**config.mk**
```make
export PLATFORM = sky130hd
export DESIGN_NAME = spi_master
export DESIGN_NICKNAME = d
export VERILOG_FILES = /design/src/rtl/spi_master_pkg.sv /design/src/rtl/spi_clk_div.sv /design/src/rtl/spi_master.sv
export SDC_FILE = /design/constraint.sdc
export NUM_CORES = 1
export LEC_CHECK = 0
export CORE_ASPECT_RATIO = 0.5
export CORE_UTILIZATION = 45
export CTS_BUF_LIST = sky130_fd_sc_hd__clkbuf_4
export DETAILED_ROUTE_END_ITERATION = 12
export PLACE_DENSITY_LB_ADDON = 0.12
export RECOVER_POWER = 100
export SLEW_MARGIN = 0
export SYNTH_ARGS = -nofsm -noshare
export SYNTH_HDL_FRONTEND = slang
export SYNTH_SLANG_ARGS = --single-unit
```
**constraint.sdc**
```tcl
create_clock -name clk -period 3.8 [get_ports clk]
set_input_delay 0.76 -clock clk [delete_from_list [all_inputs] [get_ports clk]]
set_output_delay 0.76 -clock clk [all_outputs]
set_load 0.01 [all_outputs]
```
**src/rtl/spi_master_pkg.sv**
```systemverilog
`timescale 1ns/1ps
// spi_master_pkg: state encodings, default sizing and SPI mode constants shared
// between the SPI master and the peripheral side.
package spi_master_pkg;

  localparam logic [2:0] SPI_IDLE  = 3'd0;
  localparam logic [2:0] SPI_SETUP = 3'd1;
  localparam logic [2:0] SPI_HIGH  = 3'd2;
  localparam logic [2:0] SPI_LOW   = 3'd3;
  localparam logic [2:0] SPI_HOLD  = 3'd4;

  localparam int unsigned SPI_DEFAULT_DATA_WIDTH = 8;
  localparam int unsigned SPI_DEFAULT_CLK_DIV    = 8;

  // Mode 0: clock idles low, data captured on the rising edge.
  localparam logic       SPI_CPOL = 1'b0;
  localparam logic       SPI_CPHA = 1'b0;
  localparam logic [1:0] SPI_MODE = {SPI_CPOL, SPI_CPHA};

endpackage

```
**src/rtl/spi_clk_div.sv**
```systemverilog
`timescale 1ns/1ps
// spi_clk_div: free-running 0..CLK_DIV-1 counter while enabled; tick marks the
// last count of each SCLK half-period.
module spi_clk_div #(
  parameter int unsigned CLK_DIV = 8
) (
  input  logic clk,
  input  logic reset,
  input  logic en,
  input  logic clr,
  output logic tick
);
  localparam int unsigned CW = (CLK_DIV > 1) ? $clog2(CLK_DIV) : 1;
  localparam logic [CW-1:0] LAST = CW'(CLK_DIV - 1);

  logic [CW-1:0] cnt;

  assign tick = en && (cnt == LAST);

  always_ff @(posedge clk or posedge reset) begin
    if (reset) begin
      cnt <= '0;
    end else if (clr || tick) begin
      cnt <= '0;
    end else if (en) begin
      cnt <= cnt + 1'b1;
    end
  end

endmodule

```
**src/rtl/spi_master.sv**
```systemverilog
`timescale 1ns/1ps
// spi_master: SPI mode-0 master, one DATA_WIDTH-bit word per start/done handshake.
// Define SPI_MASTER_LSB_FIRST_EN for LSB-first shifting in both directions.
module spi_master
  import spi_master_pkg::*;
#(
  parameter int unsigned DATA_WIDTH = SPI_DEFAULT_DATA_WIDTH,
  parameter int unsigned CLK_DIV    = SPI_DEFAULT_CLK_DIV
) (
  input  logic                  clk,
  input  logic                  reset,
  input  logic                  start,
  input  logic [DATA_WIDTH-1:0] tx_data,
  output logic                  ready,
  output logic                  done,
  output logic [DATA_WIDTH-1:0] rx_data,
  input  logic                  miso,
  output logic                  sclk,
  output logic                  cs_n,
  output logic                  mosi
);
  localparam int unsigned BW = (DATA_WIDTH > 1) ? $clog2(DATA_WIDTH) : 1;
  localparam logic [BW-1:0] LAST_BIT = BW'(DATA_WIDTH - 1);

  logic [2:0]            state;
  logic [DATA_WIDTH-1:0] tx_shift;
  logic [DATA_WIDTH-1:0] rx_shift;
  logic [DATA_WIDTH-1:0] tx_next;
  logic [DATA_WIDTH-1:0] rx_next;
  logic [BW-1:0]         bit_cnt;
  logic                  first_bit;
  logic                  next_bit;
  logic                  tick;

  // Counter is held clear in IDLE so every transfer starts a fresh half-period.
  spi_clk_div #(.CLK_DIV(CLK_DIV)) u_div (
    .clk   (clk),
    .reset (reset),
    .en    (state != SPI_IDLE),
    .clr   (state == SPI_IDLE),
    .tick  (tick)
  );

  always_comb begin
`ifdef SPI_MASTER_LSB_FIRST_EN
    tx_next   = tx_shift >> 1;
    next_bit  = tx_next[0];
    first_bit = tx_data[0];
    rx_next   = {miso, rx_shift[DATA_WIDTH-1:1]};
`else
    tx_next   = tx_shift << 1;
    next_bit  = tx_next[DATA_WIDTH-1];
    first_bit = tx_data[DATA_WIDTH-1];
    rx_next   = {rx_shift[DATA_WIDTH-2:0], miso};
`endif
  end

  always_ff @(posedge clk or posedge reset) begin
    if (reset) begin
      state    <= SPI_IDLE;
      tx_shift <= '0;
      rx_shift <= '0;
      bit_cnt  <= '0;
      rx_data  <= '0;
      ready    <= 1'b1;
      done     <= 1'b0;
      sclk     <= 1'b0;
      cs_n     <= 1'b1;
      mosi     <= 1'b0;
    end else begin
      done <= 1'b0;
      case (state)
        SPI_IDLE: begin
          if (start) begin
            tx_shift <= tx_data;
            rx_shift <= '0;
            bit_cnt  <= '0;
            cs_n     <= 1'b0;
            mosi     <= first_bit;
            ready    <= 1'b0;
            state    <= SPI_SETUP;
          end
        end
        SPI_SETUP: begin
          if (tick) begin
            sclk     <= 1'b1;
            rx_shift <= rx_next;
            state    <= SPI_HIGH;
          end
        end
        SPI_HIGH: begin
          if (tick) begin
            sclk <= 1'b0;
            if (bit_cnt == LAST_BIT) begin
              state <= SPI_HOLD;
            end else begin
              tx_shift <= tx_next;
              mosi     <= next_bit;
              bit_cnt  <= bit_cnt + 1'b1;
              state    <= SPI_LOW;
            end
          end
        end
        SPI_LOW: begin
          if (tick) begin
            sclk     <= 1'b1;
            rx_shift <= rx_next;
            state    <= SPI_HIGH;
          end
        end
        SPI_HOLD: begin
          if (tick) begin
            cs_n    <= 1'b1;
            mosi    <= 1'b0;
            rx_data <= rx_shift;
            done    <= 1'b1;
            ready   <= 1'b1;
            state   <= SPI_IDLE;
          end
        end
        default: begin
          state <= SPI_IDLE;
        end
      endcase
    end
  end

endmodule

```
# Yosys cells after proc, flatten, opt, wreduce, memory -nomap -nowiden
# Index checks and enable logic that the tools add are counted.
# Widths: inputs -> output; s select.
dict set report word_totals {
  register_bits 36
  input_bits 12
  elab_cells 71
}
dict set report op_classes {
  n_addsub 2
  n_mux 30
  reduce_logical 18
  eq_ne 11
}
# op n
set op_table {}
lappend op_table {{$mux 3} 10}
lappend op_table {{$mux 7} 3}
lappend op_table {{$mux 8} 2}
lappend op_table {{$pmux 8 s2} 1}
lappend op_table {{$pmux 7 s2} 1}
lappend op_table {{$pmux 3 s4} 1}
lappend op_table {{$reduce_bool 2->1} 5}
lappend op_table {{$eq 3x3->1 const B} 3}
lappend op_table {{$reduce_and 3->1} 3}
lappend op_table {{$mux 1} 8}
lappend op_table {{$reduce_and 4->1} 2}
lappend op_table {{$add 3x1->3 const B} 2}
lappend op_table {{$eq 3x2->1 const B} 2}
lappend op_table {{$ne 2x1->1 const B} 3}
lappend op_table {{$pmux 3 s2} 1}
lappend op_table {{$reduce_bool 3->1} 2}
lappend op_table {{$reduce_and 5->1} 1}
lappend op_table {{$ne 2x2->1 const B} 2}
lappend op_table {{$pmux 1 s2} 2}
lappend op_table {{$eq 3x1->1 const B} 1}
lappend op_table {{$logic_not 3->1} 1}
lappend op_table {{$pmux 1 s3} 1}
lappend op_table {{$reduce_and 2->1} 1}
lappend op_table {{$reduce_or 2->1} 1}
lappend op_table {{2 further kinds} 2}

# Logic depth before layout (Yosys ltp)
dict set report logic_depth {
  ltp_word 4
  depth_mapped 7
  depth_no_buf 5
}

# Cells and area by module
# A second synthesis with hierarchy kept.
dict set report unflattened {
  cells_unflattened 148
  area_unflattened_um2 1755.4
}
# module cells_each area_per_inst_um2 n_inst
set modules_own_cells {}
lappend modules_own_cells {spi_master 132 1584.0 1}
lappend modules_own_cells {spi_clk_div 16 171.4 1}

# Worst setup path after synthesis
# No wires, ideal clock.
dict set report synth_path {
  path_kind {register -> register}
  start {reg bit_cnt[0]}
  end {reg tx_shift[0]}
  synth_period_minus_slack_ns 1.826
  t_arrival_ns 1.701
  path_stages_with_launch 7
  setup_slack_ns 1.974
  setup_ns 0.125
  cell_sequence {dfrtp_1 ha_1 ha_1 nand3b_1 a211oi_2 buf_4 mux2_2}
}
dict set report synth_via {
  elab_chain_len 3
}
# element line
set synth_lines {}
lappend synth_lines {{start, declared} spi_master.sv:30} ;# logic [BW-1:0] bit_cnt;
lappend synth_lines {{start signal, assigned} spi_master.sv:99} ;# bit_cnt <= bit_cnt + 1'b1;
lappend synth_lines {{$eq 3x3->1} spi_master.sv:94} ;# if (bit_cnt == LAST_BIT) begin
lappend synth_lines {{$ne 2x2->1 (no source line)} --}
lappend synth_lines {{$reduce_and 4->1 (no source line)} --}
lappend synth_lines {{end signal, assigned} spi_master.sv:75} ;# tx_shift <= tx_data;
lappend synth_lines {{end signal, assigned} spi_master.sv:97} ;# tx_shift <= tx_next;
lappend synth_lines {{end, declared} spi_master.sv:26} ;# logic [DATA_WIDTH-1:0] tx_shift;
# Every way passes these cells.
# A chain may end at the register's enable or synchronous reset.

# Worst setup path after layout
dict set report layout_path {
  start {reg bit_cnt[0]}
  end {reg tx_shift[6]}
}
# The elaborated chain is that of the path after synthesis.

==> out/qor.yml <==
yosys:
  ys_seq_elements: 36
  yosysUniqueCellTypes: 34
  synthFlopType: "dfrtp_1"
  synthTopCellsByCount: "35 x dfrtp_1, 23 x mux2_2, 11 x inv_1, 8 x nand4b_1, 8 x o21ai_0"
  yosysMostFrequentCell: "dfrtp_1"
  netlist_area_um2: 1720
  synth_edf_count: 0
  yosysSeqAreaShare: 0.525
  synth_top_area_cell: "dfrtp_1"
  async_flop_share: 1.00
  ys_top_cells_by_area: "dfrtp_1 51%, mux2_2 15%, nand4b_1 4.1%"
  synth.avg_cell_area_um2: 12.1
  synth.top_cell.area_share: 0.509
  syn_inst: 142
  synth_nets: 158
  ys_warn_count: 0
grt:
  grt_max_degree: 37
  grt_use_total: 0.170
  grt_pass1_wl_um: 4950
  grt_pass1_vias: 1081
  antenna_found_initial: 0
  grt_overflow: 0
floorplanning:
  core_um2: 3550
  num_io_pins: 25
  rows: 15
  floorplan.initialDensity: 0.485
  fp.dieH_um: 45.7
  die_area_um2: 4090
  die_w_um: 89.4
worst_setup_path:
  worst_setup_path_end_kind: "flip-flop"
  crit_arrival_ns: 3.05
  crit_chain: "ha_1, ha_1, nand3b_1, a211oi_1, mux2_2"
  crit_top_cell: "ha_1"
  cp.required_ns: 4.03
  cp_max_fo: 11
  max_stage_delay_ns: 1.26
  worst-setup-path-type: "reg2reg"
  critPathLaunchType: "flip-flop"
  cpMaxStageDelayCell: "a211oi_1"
clock_network:
  clkLatencyLatePin_ns: 0.34
  htreeDepth: 2
  cts_root_buffer: "clkbuf_4"
  cts_buffers: 5
  cts_sinks: 36
  cts_setup_buffers: 0
  cts_tree: "yes"
  path_clk_slew_ns: 0.12
  cts_hold_buf: 0
  clockBufferDepth: 2
  cts_resized: 0
timing:
  max_freq_mhz: 355
  min_period_ns: 2.82
  max_slew_margin: -0.295
  period_share: 0.742
  drv_slew: 49
  setup_viol: 0
  whs_ns: 0.464
  rsz0062_at_grt: "no"
  setup_tns_ns: 0
  tightestPinTransition_ns: 1.94
  fin_skew_ns: 0.00905
  hold_viol_final: 0
job:
  max-cap-violations: 2
placement:
  dp_hpwl_um: 1820
  gp_congestion: 0.649
  placement.io_buffers: 24
route:
  drc_errors: 0
  drt_iter0_markers: 35
  antenna_left: 0
  viasPerCell: 5.16
  finalWirelength_um: 2870
  vias: 1119
  drtPass1Iterations: 4
  avgRoutedWirePerCell_um: 13.2
pwr:
  fin_total_pwr_uw: 986
  peakVddDrop_mv: 0.198
  cellPowerDensity_nw_per_um2: 485
  leakage_uw: 0.000814
status:
  failed_checks: "max-capacitance violations, max-slew violations"
  status: "complete, but fails checks"
finish:
  drive_above_1_share: 0.211
  fin_util: 0.573
  area_growth_pct: 18.3
  antennaDiodeCount: 0
  final_nets: 181
min_path:
  hold_path.class: "reg2reg"
## flip-flops by register name, indices dropped and copies added (netlist names)
register,cells
rx_data,8
rx_shift,8
tx_shift,7
bit_cnt,3
state,3
u_div.cnt,3
cs_n,1
done,1
mosi,1
sclk,1
## logic make-up (layout without fill, tap and decap cells)
group | Yosys count | after routing | share of synthesized area
simple gates | 38 | 38 | 0.152
buf+inv | 21 | 45 | 0.0597
flops | 36 | 36 | 0.525
mux | 25 | 25 | 0.162
fa+ha+maj | 4 | 4 | 0.0291
compound gates | 18 | 18 | 0.0721
## cell type report
cell class / count / area (µm²)
fillers: 312 / 1510
flip-flops and latches: 36 / 902
multi-input cells: 85 / 698
repair buffers: 26 / 248
well taps: 51 / 63.8
clock inverters: 3 / 42.5
inverters: 11 / 41.3
clock buffers: 5 / 37.5
## metrics by stage
| step | worst slack, ns | area [µm²] | instances |
|---|---|---|---|
| after floorplan | 1.97 | 1720 | 142 |
| after global placement | 1.20 | 1980 | 209 |
| after detailed placement | 1.16 | 1980 | 209 |
| after CTS | 1.44 | 2060 | 217 |
| after global routing | 0.736 | 2030 | 217 |
| final | 0.981 | 2030 | 217 |
## power by group
| group | switching (µW) | total [µW] | internal (µW) |
|---|---|---|---|
| clock network | 135 | 273 | 137 |
| registers | 63.5 | 512 | 449 |
| logic | 85.5 | 201 | 116 |
## placed cells by master (no fill, tap or decap), drive strengths merged
| master | netlist | routed |
|---|---|---|
| clkinv | 0 | 1 |
| a22o | 1 | 1 |
| nor3b | 3 | 3 |
| o21ai | 8 | 8 |
| nand3b | 2 | 2 |
| a211o | 1 | 1 |
| clkdlybuf4s50 | 0 | 11 |
| nand2 | 6 | 6 |
| dlygate4sd3 | 0 | 13 |
| bufinv | 0 | 1 |
| nor2b | 3 | 3 |
| dfrtp | 35 | 35 |
| a31oi | 1 | 1 |
| clkinvlp | 0 | 1 |
| a211oi | 1 | 1 |
| a21o | 1 | 1 |
| a21oi | 4 | 4 |
| or2 | 1 | 1 |
| or3b | 2 | 2 |
| nor3 | 2 | 2 |
| a32oi | 1 | 1 |
| and2 | 2 | 2 |
| nor2 | 5 | 5 |
| nand4bb | 1 | 1 |
| dfstp | 1 | 1 |
| mux2i | 2 | 2 |
| nand2b | 1 | 1 |
| and3 | 1 | 1 |
| inv | 11 | 11 |
| nand4b | 8 | 8 |
| nor4bb | 1 | 1 |
| ha | 4 | 4 |
| mux2 | 23 | 23 |
| clkbuf | 3 | 7 |
## routing by layer
| metal | up-vias | GRT usage | part of all wire |
|---|---|---|---|
| li1 | 540 | - | - |
| met5 | - | 0 | 0 |
| met3 | 4 | 0.0543 | 0.040 |
| met2 | 22 | 0.285 | 0.45 |
| met4 | 0 | 0.0667 | 0.013 |
| met1 | 553 | 0.210 | 0.49 |
## critical path, delay by kind of cell, from the launching register on
kind,cells,cell delay [ns]
DFF,1,0.42
and+or+nand+nor,1,0.18
AOI/OAI and AO/OA,1,1.26
adders and majority gates,2,0.43
muxes,1,0.43
## final timing paths
kind	from	to	slack, ns	cells after the start
max	bit_cnt[0]	tx_shift[6]	0.98	5
min	u_div.cnt[0]	u_div.cnt[0]	0.46	1
max reg2reg	bit_cnt[0]	tx_shift[6]	0.98	5
min reg2reg	u_div.cnt[0]	u_div.cnt[0]	0.46	1
max in group asynchronous	reset	mosi	1.13	3
min in group asynchronous	reset	sclk	1.55	3
(Power assumes the default switching activity.)
